[src/rtl/rheed_pkg.sv]
// Shared types and constants for the RHEED frame front-end: FSM state encoding,
// beat geometry and the crop-origin clamp.
package rheed_pkg;

  localparam int unsigned PixelsPerBeatDef = 32;
  localparam int unsigned BeatWidth        = 256;

  typedef enum logic [1:0] {
    StIdle,
    StStart,
    StRun,
    StWaitRes
  } state_e;

  // Clamp a requested origin so the crop window stays inside the frame.
  function automatic int unsigned crop_clamp(input int unsigned req,
                                             input int unsigned max_origin);
    return (req > max_origin) ? max_origin : req;
  endfunction

endpackage

[src/rtl/rheed_wait_timer.sv]
// Loadable down-counter with an expiry flag; expired_o is high while the count is zero.
module rheed_wait_timer #(
  parameter int unsigned Width = 20
) (
  input  logic             clk_i,
  input  logic             rst_i,
  input  logic             load_i,
  input  logic [Width-1:0] load_val_i,
  input  logic             en_i,
  output logic             expired_o
);

  logic [Width-1:0] cnt_q, cnt_d;

  always_comb begin
    cnt_d = cnt_q;
    if (load_i) begin
      cnt_d = load_val_i;
    end else if (en_i && (cnt_q != '0)) begin
      cnt_d = cnt_q - Width'(1);
    end
  end

  always_ff @(posedge clk_i or posedge rst_i) begin
    if (rst_i) begin
      cnt_q <= '0;
    end else begin
      cnt_q <= cnt_d;
    end
  end

  assign expired_o = (cnt_q == '0);

endmodule

[src/rtl/rheed_frame_scheduler.sv]
// Frame admission controller: admits one camera frame at a time into the inference
// pipeline, sinks frames that arrive while one is in flight, and tracks results.
module rheed_frame_scheduler
  import rheed_pkg::*;
#(
  parameter int unsigned IN_ROWS           = 20,
  parameter int unsigned IN_COLS           = 20,
  parameter int unsigned OUT_ROWS          = 20,
  parameter int unsigned OUT_COLS          = 20,
  parameter int unsigned PIXELS_PER_BEAT   = PixelsPerBeatDef,
  parameter int unsigned RESULTS_PER_FRAME = 1,
  parameter int unsigned TIMEOUT_CYCLES    = 1048576
) (
  input  logic                       clk,
  input  logic                       reset,
  input  logic                       enable,
  input  logic [$clog2(IN_COLS)-1:0] cfg_crop_x0,
  input  logic [$clog2(IN_ROWS)-1:0] cfg_crop_y0,
  input  logic                       cam_tvalid,
  output logic                       cam_tready,
  input  logic [BeatWidth-1:0]       cam_tdata,
  input  logic                       cam_tuser,
  output logic                       pipe_tvalid,
  input  logic                       pipe_tready,
  output logic [BeatWidth-1:0]       pipe_tdata,
  output logic                       ap_start,
  output logic [$clog2(IN_COLS)-1:0] crop_x0,
  output logic [$clog2(IN_ROWS)-1:0] crop_y0,
  input  logic                       res_tvalid,
  input  logic                       res_tready,
  output logic                       busy,
  output logic [31:0]                frames_started,
  output logic [31:0]                frames_dropped,
  output logic [31:0]                results_seen,
  output logic                       frame_err,
  output logic                       timeout_err
);

  localparam int unsigned XW       = $clog2(IN_COLS);
  localparam int unsigned YW       = $clog2(IN_ROWS);
  localparam int unsigned Beats    = IN_ROWS * IN_COLS / PIXELS_PER_BEAT;
  localparam int unsigned BeatCntW = $clog2(Beats + 1);
  localparam int unsigned ResCntW  = $clog2(RESULTS_PER_FRAME + 1);
  localparam int unsigned TmrW     = (TIMEOUT_CYCLES > 1) ? $clog2(TIMEOUT_CYCLES) : 1;

  localparam logic [BeatCntW-1:0] LastBeat = BeatCntW'(Beats - 1);
  localparam logic [ResCntW-1:0]  LastRes  = ResCntW'(RESULTS_PER_FRAME - 1);
  localparam logic [TmrW-1:0]     TmrLoad  = TmrW'(TIMEOUT_CYCLES - 1);

  state_e                state_q, state_d;
  logic [BeatCntW-1:0]   beat_cnt_q, beat_cnt_d;
  logic [ResCntW-1:0]    res_cnt_q, res_cnt_d;
  logic [XW-1:0]         crop_x0_q, crop_x0_d;
  logic [YW-1:0]         crop_y0_q, crop_y0_d;
  logic [31:0]           started_q, started_d;
  logic [31:0]           dropped_q, dropped_d;
  logic [31:0]           results_q, results_d;
  logic                  frame_err_q, frame_err_d;
  logic                  timeout_err_q, timeout_err_d;
  logic                  tmr_load, tmr_en, tmr_expired;
  logic                  sof_valid, res_hs;

  assign sof_valid = cam_tvalid & cam_tuser;
  assign res_hs    = res_tvalid & res_tready;

  rheed_wait_timer #(
    .Width (TmrW)
  ) u_wait_timer (
    .clk_i      (clk),
    .rst_i      (reset),
    .load_i     (tmr_load),
    .load_val_i (TmrLoad),
    .en_i       (tmr_en),
    .expired_o  (tmr_expired)
  );

  always_comb begin
    state_d       = state_q;
    cam_tready    = 1'b1;
    pipe_tvalid   = 1'b0;
    beat_cnt_d    = beat_cnt_q;
    res_cnt_d     = res_cnt_q;
    crop_x0_d     = crop_x0_q;
    crop_y0_d     = crop_y0_q;
    started_d     = started_q;
    dropped_d     = dropped_q;
    results_d     = res_hs ? results_q + 32'd1 : results_q;
    frame_err_d   = frame_err_q;
    timeout_err_d = timeout_err_q;
    tmr_load      = 1'b0;
    tmr_en        = 1'b0;

    unique case (state_q)
      StIdle: begin
        // Hold the SOF beat so it is the first beat the pipeline sees.
        if (sof_valid && enable) begin
          cam_tready = 1'b0;
          state_d    = StStart;
        end
      end

      StStart: begin
        cam_tready = 1'b0;
        crop_x0_d  = XW'(crop_clamp(32'(cfg_crop_x0), IN_COLS - OUT_COLS));
        crop_y0_d  = YW'(crop_clamp(32'(cfg_crop_y0), IN_ROWS - OUT_ROWS));
        started_d  = started_q + 32'd1;
        beat_cnt_d = '0;
        state_d    = StRun;
      end

      StRun: begin
        pipe_tvalid = cam_tvalid;
        cam_tready  = pipe_tready;
        if (cam_tvalid && pipe_tready) begin
          beat_cnt_d = beat_cnt_q + BeatCntW'(1);
          if (cam_tuser && (beat_cnt_q != '0)) begin
            frame_err_d = 1'b1;
          end
          if (beat_cnt_q == LastBeat) begin
            res_cnt_d = '0;
            tmr_load  = 1'b1;
            state_d   = StWaitRes;
          end
        end
      end

      StWaitRes: begin
        tmr_en = 1'b1;
        if (sof_valid) begin
          dropped_d = dropped_q + 32'd1;
        end
        if (res_hs) begin
          res_cnt_d = res_cnt_q + ResCntW'(1);
          if (res_cnt_q == LastRes) begin
            state_d = StIdle;
          end
        end
        // Completion in the same cycle as expiry takes priority.
        if ((state_d != StIdle) && tmr_expired) begin
          timeout_err_d = 1'b1;
          state_d       = StIdle;
        end
      end

      default: state_d = StIdle;
    endcase
  end

  always_ff @(posedge clk or posedge reset) begin
    if (reset) begin
      state_q       <= StIdle;
      beat_cnt_q    <= '0;
      res_cnt_q     <= '0;
      crop_x0_q     <= '0;
      crop_y0_q     <= '0;
      started_q     <= '0;
      dropped_q     <= '0;
      results_q     <= '0;
      frame_err_q   <= 1'b0;
      timeout_err_q <= 1'b0;
    end else begin
      state_q       <= state_d;
      beat_cnt_q    <= beat_cnt_d;
      res_cnt_q     <= res_cnt_d;
      crop_x0_q     <= crop_x0_d;
      crop_y0_q     <= crop_y0_d;
      started_q     <= started_d;
      dropped_q     <= dropped_d;
      results_q     <= results_d;
      frame_err_q   <= frame_err_d;
      timeout_err_q <= timeout_err_d;
    end
  end

  assign pipe_tdata     = cam_tdata;
  assign ap_start       = (state_q == StStart);
  assign busy           = (state_q != StIdle);
  assign crop_x0        = crop_x0_q;
  assign crop_y0        = crop_y0_q;
  assign frames_started = started_q;
  assign frames_dropped = dropped_q;
  assign results_seen   = results_q;
  assign frame_err      = frame_err_q;
  assign timeout_err    = timeout_err_q;

endmodule

[config.mk]
export PLATFORM = sky130hd
export DESIGN_NAME = rheed_frame_scheduler
export DESIGN_NICKNAME = d
export VERILOG_FILES = /design/src/rtl/rheed_pkg.sv /design/src/rtl/rheed_wait_timer.sv /design/src/rtl/rheed_frame_scheduler.sv
export SDC_FILE = /design/constraint.sdc
export NUM_CORES = 1
export LEC_CHECK = 0
export ABC_AREA = 1
export CORE_AREA = 2 2 249 251
export CTS_CLUSTER_DIAMETER = 120
export CTS_CLUSTER_SIZE = 12
export DETAILED_ROUTE_END_ITERATION = 7
export DIE_AREA = 0 0 251 253
export GPL_ROUTABILITY_DRIVEN = 0
export HOLD_SLACK_MARGIN = 0.03
export SYNTH_ARGS = -nofsm -noshare
export SYNTH_HDL_FRONTEND = slang
export SYNTH_SLANG_ARGS = --single-unit
[constraint.sdc]
create_clock -name clk -period 4.6 [get_ports clk]
set_input_delay 0.69 -clock clk [delete_from_list [all_inputs] [get_ports clk]]
set_output_delay 0.69 -clock clk [all_outputs]
set_load 0.02 [all_outputs]
Word-level counts from Yosys, hierarchy flattened
Cells that the tools add are included.

$add $sub $neg: 6. $lt $le $gt $ge: 2. Equality and inequality tests: 8. Multiplexer cells: 25. Bitwise logic cells: 2. Reduce and logical (&&, ||, !) cells: 20.

Operator list (number): 32-bit by 1-bit adder with 32-bit output, second input constant (3); 20-bit 2-to-1 mux (2); 20-bit logical NOT (1); 20-bit nonzero test (1); 20-bit by 1-bit subtractor with 20-bit output, second input constant (1); 2-bit 2-to-1 mux (7); 5-bit by 1-bit > comparator with 1-bit output, second input constant (2); 5-bit 2-to-1 mux (2); 2-bit nonzero test (5); 1-bit 2-to-1 mux (9); 2-bit inequality test, second input constant (4); 2-bit one-hot mux with 4 select lines (1); 4-bit one-hot mux with 2 select lines (1); 2-bit AND reduction (3); 3-bit AND reduction (2); 1-bit logical AND (5); 4-bit by 1-bit adder with 4-bit output, second input constant (1); 2-bit == test, second input constant (2); 4-bit == test, second input constant (1); 4-bit 2-to-1 mux (1); 4-bit AND reduction (1); 4-bit nonzero test (1); 1-bit one-hot mux with 3 select lines (1); 1-bit AND (2); 4 further kinds (4).

Flip-flop bits (word level): 135. Input bits: 274. Logic and storage cells: 74.

Depth between registers and ports, before layout
Gate-level depths: netlist of the first run.

Word-level depth: 7. Depth in mapped cells: 11.

Modules after synthesis
A second synthesis of the first run with hierarchy kept.

Cell total of the unflattened synthesis: 1258. Area, all modules: 9487.8 sq um.

Modules (own cells, without submodules): rheed_frame_scheduler (times used 1, cells each 1005, area an instance 7900.1 sq um, seq. area each 2877.8 sq um); rheed_wait_timer (times used 1, cells each 253, area an instance 1587.8 sq um, seq. area each 500.5 sq um).

Worst setup path before layout of the first run
No wires, ideal clock.

Path type: input-to-reg. Start: input port res_tvalid. End: register results_q[28] (netlist: results_seen[28]). Arrival time: 1.706 ns. Path slack: 2.777 ns. Stages: 9. Path buffers: 0. Cell sequence: nand2_1 clkinv_1 nand2_1 nor2_1 nand2_1 nor2_1 nand2_1 nand2_1 nand2_1.

Cells in the longest elaborated chain, start to end: 1.

RTL lines: start, declared (line rheed_frame_scheduler.sv:29) `input logic res_tvalid,`; 1-bit AND (line rheed_frame_scheduler.sv:64) `assign res_hs = res_tvalid & res_tready;`; end signal, assigned (line rheed_frame_scheduler.sv:169) `results_q <= results_d;`; end, declared (line rheed_frame_scheduler.sv:57) `logic [31:0] results_q, results_d;`.

Every way passes these cells. A chain may end at the register's enable or synchronous reset.

Final worst setup path of the first run
Start: register state_q[1]. End: output port ap_start.

Cells in the longest elaborated chain, start to end: 1.

RTL lines: start, declared (line rheed_frame_scheduler.sv:50) `state_e state_q, state_d;`; start signal, assigned (line rheed_frame_scheduler.sv:151) `state_q <= StIdle;`; start signal, assigned (line rheed_frame_scheduler.sv:162) `state_q <= state_d;`; 2-bit by 1-bit == test with 1-bit output (line rheed_frame_scheduler.sv:176) `assign ap_start = (state_q == StStart);`; end, declared (line rheed_frame_scheduler.sv:26) `output logic ap_start,`.

Every way passes these cells.

==> metrics, run 1 <==
Netlist cell types 33; share of layout cells above drive strength 1 5.062%; hold crit path type register to register; GRT Total Usage 8.493%; worst reg2reg path endpoint u_wait_timer.cnt_q[12]; TNS Setup 0 ns; final setup fails 0; Hold Crit Start frame_err; Crit path arrival time 2.36 ns; post-route ant nets 0; RSZ-0062 raised after global routing false; full die area 63500 um^2; Post-Syn Area 9245 um^2; Syn Inst Count 1236; async set or reset register ratio after synthesis 100.0%; largest net degree at the start of global routing 84; # H-tree levels 4; Filler cells 6953; Reg-to-Reg Start u_wait_timer.cnt_q[8]; number of I/O pins 642; hold path cells 1; Worst-path clk slew 0.06 ns; post-synthesis register bit count 135; Pwr Density 401.2 nW/um^2; Mapped Nets 1517; drt wl/cell 14.18 um; count leader, synth nand2_1; Synth area leader dfrtp_1; status finished clean; top-area cell type share of the netlist area 36.54%; nets 1394; postcts setup bufs 0; PnR Total Power 4056 uW; CTS Root Cell clkbuf_16; core area 61030 um^2; Fmax 0.3278 GHz; count of final hold-check violations 0; Post-synth top cells nand2_1 (316), buf_4 (257), dfrtp_1 (135); Reg2Reg Depth 9; ant diodes 0; Worst Clk Skew 0.01085 ns; syn avg cell area 7.480 um^2; Clock Path Buffers 2; dpl hpwl 20.29 mm; Leak 0.004399 uW; Cell Rows 91; Max-Cap Viols 0; Startpoint Class register; Die Wd 251 um; peak supply drop 0.3572 mV; main flop type after synthesis dfrtp_1; worst-skew pair later-pin latency 0.47 ns; wirelength, routed 27.17 mm; first-pass iteration count of the detailed router 5; initial antenna violation count 1; number of remaining DRC errors 0; top cells by area, synth dfrtp_1 (37%), buf_4 (21%), nand2_1 (13%), nor2_1 (5.1%), inv_1 (5.1%); CP required 3.91 ns; clk sink count 135; Die Y-Extent 253 um; Post-CTS Resized 0; Warnings, synthesis 0; area delta synth->final 9.352%; CP max FO 17; reg2reg setup slack 2.24 ns; post-DR vias/cell 3.616; via count 6928; Final min period 3.051 ns; CTS Buf Count 17; first-pass GRT wire length 40.27 mm; CTS tree yes; Post-synth EDFFs 0; Slew @ Worst Pin 0.8169 ns; DR iter-0 viols 442; Final Slew Violations 0; grt ovf 0; final worst-path cycle share 66.32%; max_slew headroom 45.54%; input/output buffers 119; post-synthesis sequential area ratio 36.54%; Worst Path Class, Setup register to primary output; crit path from state_q[1]; crit end category primary output; initial core utilization 15.15%; Post-CTS Hold Fix Bufs 0; Critical Path End ap_start; vias in the first global route 6538
-- power by group --
| group | switching, uW | internal (uW) | total (uW) |
|---|---|---|---|
| Clock | 589 | 872 | 1460 |
| Combinational | 674 | 397 | 1070 |
| Sequential | 181 | 1340 | 1520 |
| Total | 1440 | 2610 | 4060 |
-- final cells by class --
class / count / area (um^2) / share of cell area [%]
multi-input combinational: 710 / 3425 / 33.87
sequential: 135 / 3378 / 33.42
timing repair buffer: 122 / 1226 / 12.13
tap: 790 / 988.4 / 9.777
inverter: 127 / 481.7 / 4.765
clock buffer: 19 / 442.9 / 4.381
clock inverter: 13 / 167.7 / 1.658
-- cell families (layout without fill, tap and decap cells) --
| kind of cell | count (synthesis) | count (layout) | share of synthesized area, % |
|---|---|---|---|
| AO/OA/AOI/OAI | 42 | 42 | 2.463 |
| flip-flops | 135 | 135 | 36.54 |
| buffers and inverters | 391 | 281 | 26.42 |
| adder cells (fa/ha/maj) | 7 | 7 | 0.9473 |
| XOR/XNOR | 59 | 59 | 5.589 |
| AND/OR/NAND/NOR | 602 | 602 | 28.04 |
-- critical path: stages (launching register included) --
cell and delay, ns:
dfrtp_1 0.43, inv_1 0.13, nand2_2 0.20, inv_2 0.43
clkdlybuf4s50_1 0.69
-- worst min path at each step --
stage | to | slack, ns
after global routing | frame_err | 0.51
final | frame_err | 0.47
after global placement | frame_err | 0.46
after detailed placement | frame_err | 0.46
after floorplan | u_wait_timer.cnt_q[0] | 0.45
after CTS | frame_err | 0.48
-- flip-flops by register name (all words and copies together) (netlist names) --
name	count
crop_y0	5
timeout_err	1
res_cnt_q	1
frame_err	1
beat_cnt_q	4
results_seen	32
crop_x0	5
frames_started	32
frames_dropped	32
u_wait_timer.cnt_q	20
state_q	2
-- cell usage in the layout, fill, tap and decap left out, types with 17 or more instances in the layout --
master           instances
clkbuf_16               17
clkdlybuf4s50_1        119
dfrtp_1                135
inv_1                  124
nand2_1                316
nand3_1                 79
nand4_1                 22
nor2_1                 126
nor3_1                  19
o21ai_0                 28
xnor2_1                 25
xor2_1                  34
-- metrics by stage --
| step | instances | setup WS, ns | util [%] | hold slack (ns) | cell area (um^2) |
|---|---|---|---|---|---|
| floorplan | 1236 | 0.2989 | - | 0.4491 | 9245 |
| global placement | 1884 | 1.614 | 15.57 | 0.4572 | 9499 |
| detailed placement | 1884 | 1.613 | 15.57 | 0.4609 | 9499 |
| CTS | 1916 | 1.430 | 16.57 | 0.4802 | 10110 |
| global route | 1916 | 1.368 | 16.57 | 0.5059 | 10110 |
| finish | 1916 | 1.549 | 16.57 | 0.4715 | 10110 |
-- layer usage --
| metal | share of wire [%] | global-route usage, % | up-vias |
|---|---|---|---|
| met4 | 7.3 | 7.483 | 2 |
| met3 | 12 | 5.130 | 151 |
| met1 | 38 | 9.199 | 3076 |
| met2 | 41 | 11.44 | 356 |
| li1 | - | - | 3343 |
| met5 | 0.31 | 0.9266 | - |
Note: power is estimated with default switching activity, not from simulation.
==> run 2, diff against run 1 <==
Settings changed: CORE_AREA 2 2 249 251 to 2 2 253 255, DIE_AREA 0 0 251 253 to 0 0 255 257.
Clock period 4.6 ns to 3.1 ns, I/O delays scaled along.
==> metrics, run 2 (same netlist as run 1, synthesis figures left out) <==
status finished clean; CTS Buf Count 17; Sequential Power Share 37.5%; critical path's most frequent cell nand2_1; postcts setup bufs 0; Fmax 0.3694 GHz; PnR Total Power 6025 uW; commonest non-fill, non-tap cell in the layout nand2_1; clk sink count 135; Cell Rows 92; full die area 65540 um^2; most frequent cells in the layout nand2_1 (316), dfrtp_1 (135), nor2_1 (126), inv_1 (124), clkdlybuf4s50_1 (119); Post-CTS Resized 0; Top delay family on crit path buffers and inverters; initial core utilization 14.74%; post-DR vias/cell 3.547; final worst-path cycle share 87.33%; dpl hpwl 21.71 mm; switching power 2205 uW; RSZ-0062 raised after global routing false; Leak 0.004413 uW; peak supply drop 0.5311 mV; number of I/O pins 642; Worst Clk Skew 0.01766 ns; Cell Int Power 3820 uW; Reg2Reg Depth 8; Worst-path clk slew 0.06 ns; Final Slew Violations 0; crit path cell chain nor2_1, nand2_1, nand2_1, clkdlybuf4s50_1; crit end category primary output; Worst Path Class, Setup register to primary output; vias in the first global route 6702; Die Wd 255 um; first-pass GRT wire length 41.57 mm; CP required 2.63 ns; area delta synth->final 10.64%; Pwr Density 589.0 nW/um^2; largest net degree at the start of global routing 44; share of layout cells above drive strength 1 5.644%; Max-Cap Viols 0; Clock Path Buffers 2; Reg-to-Reg Start results_seen[0]; core area 62740 um^2; hold crit path type input port to async pin; final setup fails 0; nets 1402; Slowest-stage cell, CP clkdlybuf4s50_1; DR iter-0 viols 416; worst reg2reg path endpoint results_seen[24]; worst-skew pair later-pin latency 0.48 ns; Post-CTS Hold Fix Bufs 0; Final min period 2.707 ns; via count 7024; post-route ant nets 0; Slew @ Worst Pin 0.7262 ns; worst path bufs/invs 1; count of final hold-check violations 0; GRT Total Usage 8.578%; CP max stage delay 0.85 ns; Gate power share 27.5%; TNS Setup 0 ns; # H-tree levels 4; first-pass iteration count of the detailed router 5; Die Y-Extent 257 um; Startpoint Class register; ant diodes 0; input/output buffers 119; CTS Root Cell clkbuf_16; Clk pwr share 35.0%; max_slew headroom 51.48%; Crit path arrival time 2.24 ns; Sw Ratio 36.59%; CP max FO 7; reg2reg setup slack 1.15 ns; CTS tree yes; grt ovf 0; initial antenna violation count 2; wirelength, routed 27.84 mm; Post-Layout Cell Count 1980; number of remaining DRC errors 0; drt wl/cell 14.06 um; DP Cell Count 1948
run 2: cell count changes in the layout (fill, tap and decap cells not counted):
cell	change
buf_4	+7
clkinvlp_4	+4
clkinv_2	-2
inv_6	-2
buf_12	+1
bufinv_16	-1
clkbuf_1	+1
run 2: stage by stage:
step	area (um^2)	hold slack, ns	util [%]	worst slack (ns)
finish	10230	0.4475	16.30	0.3928
floorplan	9249	0.4491	-	0.9558
global placement	9641	0.4620	15.37	0.5384
CTS	10230	0.4368	16.30	0.3326
global route	10230	0.4919	16.30	0.2585
detailed placement	9641	0.4685	15.37	0.5328
run 2: how the worst max path moves through the flow:
stage	cells after the start	startpoint	endpoint
global placement	5	cam_tuser	cam_tready
global route	4	state_q[0]	cam_tready
finish	4	state_q[0]	cam_tready
floorplan	1	reset	beat_cnt_q[0]
CTS	4	state_q[0]	cam_tready
detailed placement	5	cam_tvalid	cam_tready
run 2: power by group through the flow:
stage / clock network (uW) / registers (uW) / logic, uW
finish: 2110 / 2260 / 1660
detailed placement: 0 / 2290 / 1680
global route: 2250 / 2310 / 1890
floorplan: 0 / 2330 / 1490
CTS: 2200 / 2260 / 1690
global placement: 0 / 2290 / 1670
run 2: metal layers:
metal	vias to the layer above	part of all wire [%]	track usage, %
li1	3357	-	-
met1	3147	39	9.367
met2	340	41	11.68
met3	174	12	4.815
met4	6	7.3	7.310
met5	-	0.54	2.030
run 2: layout make-up:
| class | instances | area [um^2] |
|---|---|---|
| fill | 7111 | 52510 |
| multi-input combinational | 710 | 3425 |
| sequential | 135 | 3378 |
| timing repair buffer | 130 | 1299 |
| tap | 846 | 1059 |
| inverter | 127 | 480.5 |
| clock buffer | 20 | 446.7 |
| clock inverter | 12 | 141.4 |
==> run 3, diff against run 2 <==
Settings changed: GPL_ROUTABILITY_DRIVEN 0 to unset.
==> results of run 3 <==
Final layout, timing and power as in run 2 (identical DEF).
